[config.mk]
export PLATFORM = sky130hd
export DESIGN_NAME = sram_arbiter
export DESIGN_NICKNAME = d
export VERILOG_FILES = /design/src/rtl/sram_arb_pkg.sv /design/src/rtl/sram_arb_id_fifo.sv /design/src/rtl/sram_arbiter.sv
export SDC_FILE = /design/constraint.sdc
export NUM_CORES = 1
export LEC_CHECK = 0
export ABC_AREA = 1
export CAP_MARGIN = 40
export CELL_PAD_IN_SITES_DETAIL_PLACEMENT = 1
export CELL_PAD_IN_SITES_GLOBAL_PLACEMENT = 2
export CORE_UTILIZATION = 13
export CTS_CLUSTER_DIAMETER = 50
export DETAILED_ROUTE_END_ITERATION = 8
export HOLD_SLACK_MARGIN = 0.1
export PLACE_DENSITY = 0.86
export SLEW_MARGIN = 10
export SYNTH_ARGS = -nofsm -noshare
export SYNTH_HDL_FRONTEND = slang
export SYNTH_HIERARCHICAL = 1
export SYNTH_SLANG_ARGS = --single-unit
[constraint.sdc]
create_clock -name clk -period 4.9 [get_ports clk]
set_input_delay 0.98 -clock clk [delete_from_list [all_inputs] [get_ports clk]]
set_output_delay 0.98 -clock clk [all_outputs]
set_load 0.02 [all_outputs]
[src/rtl/sram_arb_pkg.sv]
// Shared types for the two-port SRAM arbiter: the requester id stored in the
// read-return FIFO and the fixed number of requesters.
package sram_arb_pkg;
    localparam int NUM_PORTS = 2;
    typedef logic port_id_t;
endpackage

[src/rtl/sram_arb_id_fifo.sv]
// In-order FIFO of requester ids for outstanding reads; the head is visible
// combinationally (first-word-fall-through) so returns can be routed at once.
module sram_arb_id_fifo
    import sram_arb_pkg::*;
#(
    parameter int DEPTH = 4
) (
    input  logic     clk,
    input  logic     reset,
    input  logic     push_i,
    input  port_id_t push_id_i,
    input  logic     pop_i,
    output logic     full_o,
    output logic     empty_o,
    output port_id_t head_o
);
    localparam int PTR_W = $clog2(DEPTH);

    port_id_t         id_mem_q [DEPTH];
    logic [PTR_W-1:0] wr_ptr_q, wr_ptr_d;
    logic [PTR_W-1:0] rd_ptr_q, rd_ptr_d;
    logic [PTR_W:0]   count_q, count_d;
    logic             do_push, do_pop;

    assign full_o  = (count_q == (PTR_W+1)'(DEPTH));
    assign empty_o = (count_q == '0);
    assign head_o  = id_mem_q[rd_ptr_q];

    assign do_push = push_i && !full_o;
    assign do_pop  = pop_i && !empty_o;

    // DEPTH is a power of two, so the pointers wrap by natural overflow.
    always_comb begin
        wr_ptr_d = do_push ? wr_ptr_q + 1'b1 : wr_ptr_q;
        rd_ptr_d = do_pop  ? rd_ptr_q + 1'b1 : rd_ptr_q;
        count_d  = count_q;
        if (do_push && !do_pop)
            count_d = count_q + 1'b1;
        else if (do_pop && !do_push)
            count_d = count_q - 1'b1;
    end

    always_ff @(posedge clk) begin
        if (reset) begin
            wr_ptr_q <= '0;
            rd_ptr_q <= '0;
            count_q  <= '0;
        end else begin
            wr_ptr_q <= wr_ptr_d;
            rd_ptr_q <= rd_ptr_d;
            count_q  <= count_d;
        end
    end

    always_ff @(posedge clk) begin
        if (do_push)
            id_mem_q[wr_ptr_q] <= push_id_i;
    end
endmodule

[src/rtl/sram_arbiter.sv]
// Round-robin arbiter sharing one sram_controller between two requesters;
// write completions and read data are steered back to the issuing port.
module sram_arbiter
    import sram_arb_pkg::*;
#(
    parameter int ADDR_BITS = 20,
    parameter int DATA_BITS = 16,
    parameter int MAX_READS = 4
) (
    input  logic                 clk,
    input  logic                 reset,
    input  logic                 p0_req,
    output logic                 p0_ready,
    input  logic                 p0_write_enable,
    input  logic [ADDR_BITS-1:0] p0_addr,
    input  logic [DATA_BITS-1:0] p0_write_data,
    output logic                 p0_write_done,
    output logic [DATA_BITS-1:0] p0_read_data,
    output logic                 p0_read_data_valid,
    input  logic                 p1_req,
    output logic                 p1_ready,
    input  logic                 p1_write_enable,
    input  logic [ADDR_BITS-1:0] p1_addr,
    input  logic [DATA_BITS-1:0] p1_write_data,
    output logic                 p1_write_done,
    output logic [DATA_BITS-1:0] p1_read_data,
    output logic                 p1_read_data_valid,
    output logic                 mem_req,
    input  logic                 mem_ready,
    output logic                 mem_write_enable,
    output logic [ADDR_BITS-1:0] mem_addr,
    output logic [DATA_BITS-1:0] mem_write_data,
    input  logic                 mem_write_done,
    input  logic [DATA_BITS-1:0] mem_read_data,
    input  logic                 mem_read_data_valid
);
    logic [NUM_PORTS-1:0] req_a, we_a, elig, ready_a, wdone_a, rvalid_a;
    port_id_t             last_grant_q, last_grant_d;
    port_id_t             wr_port_q, wr_port_d;
    port_id_t             winner, rd_head;
    logic                 grant_valid, winner_we;
    logic                 rd_full, rd_empty, rd_push, rd_pop;

    assign req_a = {p1_req, p0_req};
    assign we_a  = {p1_write_enable, p0_write_enable};

    // Reads are held off while the id FIFO is full, even if it pops this cycle.
    generate
        for (genvar gi = 0; gi < NUM_PORTS; gi++) begin : g_port
            assign elig[gi]     = req_a[gi] && (we_a[gi] || !rd_full);
            assign ready_a[gi]  = grant_valid && (winner == port_id_t'(gi));
            assign wdone_a[gi]  = !reset && mem_write_done && (wr_port_q == port_id_t'(gi));
            assign rvalid_a[gi] = rd_pop && (rd_head == port_id_t'(gi));
        end
    endgenerate

    always_comb begin
        winner = 1'b0;
        if (elig[0] && elig[1])
            winner = ~last_grant_q;
        else if (elig[1])
            winner = 1'b1;
    end

    assign grant_valid = mem_ready && !reset && (|elig);
    assign winner_we   = winner ? p1_write_enable : p0_write_enable;

    assign mem_req          = grant_valid;
    assign mem_write_enable = grant_valid && winner_we;
    assign mem_addr         = !grant_valid ? '0 : (winner ? p1_addr : p0_addr);
    assign mem_write_data   = !grant_valid ? '0 : (winner ? p1_write_data : p0_write_data);

    assign rd_push = grant_valid && !winner_we;
    assign rd_pop  = mem_read_data_valid && !rd_empty && !reset;

    always_comb begin
        last_grant_d = last_grant_q;
        wr_port_d    = wr_port_q;
        if (grant_valid) begin
            last_grant_d = winner;
            if (winner_we)
                wr_port_d = winner;
        end
    end

    always_ff @(posedge clk) begin
        if (reset) begin
            last_grant_q <= 1'b1;
            wr_port_q    <= 1'b0;
        end else begin
            last_grant_q <= last_grant_d;
            wr_port_q    <= wr_port_d;
        end
    end

    sram_arb_id_fifo #(
        .DEPTH(MAX_READS)
    ) u_id_fifo (
        .clk       (clk),
        .reset     (reset),
        .push_i    (rd_push),
        .push_id_i (winner),
        .pop_i     (rd_pop),
        .full_o    (rd_full),
        .empty_o   (rd_empty),
        .head_o    (rd_head)
    );

    assign p0_ready           = ready_a[0];
    assign p1_ready           = ready_a[1];
    assign p0_write_done      = wdone_a[0];
    assign p1_write_done      = wdone_a[1];
    assign p0_read_data_valid = rvalid_a[0];
    assign p1_read_data_valid = rvalid_a[1];
    assign p0_read_data       = mem_read_data;
    assign p1_read_data       = mem_read_data;
endmodule

==> results by group <==
Clock network
  – H-tree depth: 1
  – Clock transition at the registers of the reported paths: 0.05 ns
  – Clock latency on the worst-skew pair: 0.24 ns
  – Post-CTS setup buffers: 0
  – CTS tree: done
  – Clk Tree Root Cell: clkbuf_16
  – CTS resizes: 0
  – Hold buffers post-CTS: 0
  – CTS Sinks: 15
  – CTS Buffer Depth: 2
  – CTS buffer count: 3

Floorplan
  – # rows: 40
  – DIE AREA: 0.0130 mm2
  – Die Width: 114 um
  – I/O pin count: 173
  – Die H: 114 um
  – Core box area: 0.0121 mm2
  – Initial Utilization: 13.5%

Global route
  – Gr usage total: 7.86%
  – First-pass GRT wire length: 8290 um
  – Initial antenna violation count: 0
  – Largest net degree at the start of global routing: 38
  – Gr ovfl total: 0
  – Vias in the first global route: 1,836

Timing
  – Final Skew: 0.00360 ns
  – Final Hold Viols: 0
  – Setup violators final: 0
  – TNS Setup: 0 ns
  – Period utilization: 84.7%
  – Final Max Slew Viols: 0
  – Worst Tran Pin Value: 0.524 ns
  – Slew HR: 65.1%
  – Post-route minimum period: 4.15 ns
  – Fmax: 241 MHz
  – RSZ-0062 raised after global routing: no

Run
  – # Max-Cap Violations: 0

Synth
  – Synth Flop Type: dfxtp_1
  – FFs w/ async S/R, synth: 0%
  – Yosys cell types: 25
  – Post-synthesis sequential area ratio: 20.8%
  – Synthesized area: 0.00163 mm2
  – Synth Warn #: 6
  – Post-Synthesis Cells: 267
  – Synth Register Bits: 15
  – Post-synth EDFFs: 4
  – Avg Cell Area, Syn: 6.12 um2
  – Syn_nets: 370

Place
  – Post-DP HPWL: 4680 um
  – PortBufs: 124
  – GPL Wtd Cong: 0.728

Layout
  – Multi-input logic area: 868 um2
  – Diode count: 0
  – Fill count: 1,495
  – Storage cell area: 340 um2
  – Commonest non-fill, non-tap cell in the layout: clkdlybuf4s50_1
  – Layout net count: 462
  – Share of cells above drive strength 1: 8.38%
  – Area growth syn-to-layout: 75.0%
  – Most frequent cells in the layout: clkdlybuf4s50_1, nand2_1, inv_1
  – Post-layout util: 23.6%

Drt
  – Via density: 3.48
  – Starting DRT DRC Count: 18
  – Via count: 1,831
  – Drt pass-1 iters: 4
  – WL/cell: 10.6 um
  – Drt drc: 0
  – Post-DRT Antenna Nets: 0
  – Final wirelength: 5580 um

Setup path
  – Worst endpoint data arrival time: 3.17 ns
  – Crit-path max FO: 37
  – CP Capture Type: output port
  – Setup Crit Path Kind: in2out
  – CP required: 3.92 ns
  – Critical Path Source Type: input port

Pwr
  – VDD IR-drop max: 0.0000910 V
  – Power per standard cell area: 169 mW/mm2
  – Leakage: 1.24 nW

Outcome
  – Outcome: completed

Hold path
  – HP Class: reg2reg
==> critical path, stage by stage <==
cell and delay [ns]:
clkdlybuf4s50_1 0.50, inv_2 0.06, nand2_1 0.07, nand2_2 0.06, a21oi_4 0.22, nand2_2 0.08, clkinv_2 0.36, nand2_1 0.10
nand2_1 0.11, clkdlybuf4s50_1 0.61
==> Yosys cell counts (2+ instances only) <==
library cell	n	area, um2
nand2_2	17	106
buf_8	2	30.0
a21oi_1	5	25.0
inv_1	24	90.1
o21ai_0	2	10.0
edfxtp_1	4	120
dfxtp_1	11	220
inv_2	3	11.3
nand3_1	8	40.0
buf_4	35	263
ha_1	5	62.6
nor2_1	19	71.3
nand2_1	120	450
==> through the flow <==
step / hold slack (ns) / instance area (um2) / std cells / total power, mW / setup slack, ns
floorplan: 0.447 / 1630 / 267 / 0.257 / 1.84
global placement: 0.476 / 2780 / 522 / 0.327 / 0.733
detailed placement: 0.479 / 2780 / 522 / 0.330 / 0.700
CTS: 0.492 / 2860 / 526 / 0.490 / 0.703
global route: 0.518 / 2860 / 526 / 0.513 / 0.540
finish: 0.488 / 2860 / 526 / 0.483 / 0.748
==> report_power, final <==
part           switching, mW  internal [mW]
Sequential           0.00467          0.132
Combinational         0.0843          0.105
Clock                 0.0461          0.110
Total                  0.135          0.348
==> metal layers <==
metal	wire length (um)	GRT usage [%]	vias up
li1	-	-	945
met1	2270	8.70	809
met2	2850	14.7	73
met3	414	1.85	4
met4	48	2.60	0
met5	0	0	-
==> logic make-up after synthesis <==
| group | share of synthesized area, % |
|---|---|
| and+or+nand+nor | 42.7 |
| adders and majority gates | 5.05 |
| buffers and inverters | 26.0 |
| xor gates and xnor gates | 0.536 |
| DFF | 20.8 |
| AOI/OAI and AO/OA | 4.82 |
==> final cells by class <==
cell class                 count  share of cell area [%]
clock buffer                   4                    2.76
inverter                      29                    3.94
multi-input combinational    185                    30.4
sequential                    15                    11.9
tap                          168                    7.35
timing repair buffer         125                    43.7
==> path summary, 6_finish.rpt <==
check / endpoint / cells after the start / from / slack [ns]
worst max-delay path: mem_addr[6] / 10 / p1_write_enable / 0.75
worst min-delay path: wr_port_q$_SDFFE_PP0P_ / 2 / wr_port_q$_SDFFE_PP0P_ / 0.49
worst max register to register: u_id_fifo/count_q[2]$_SDFFE_PP0P_ / 18 / u_id_fifo/count_q[0]$_SDFFE_PP0P_ / 1.97
worst min register to register: wr_port_q$_SDFFE_PP0P_ / 2 / wr_port_q$_SDFFE_PP0P_ / 0.49
Power figures use the tool's default switching activity.
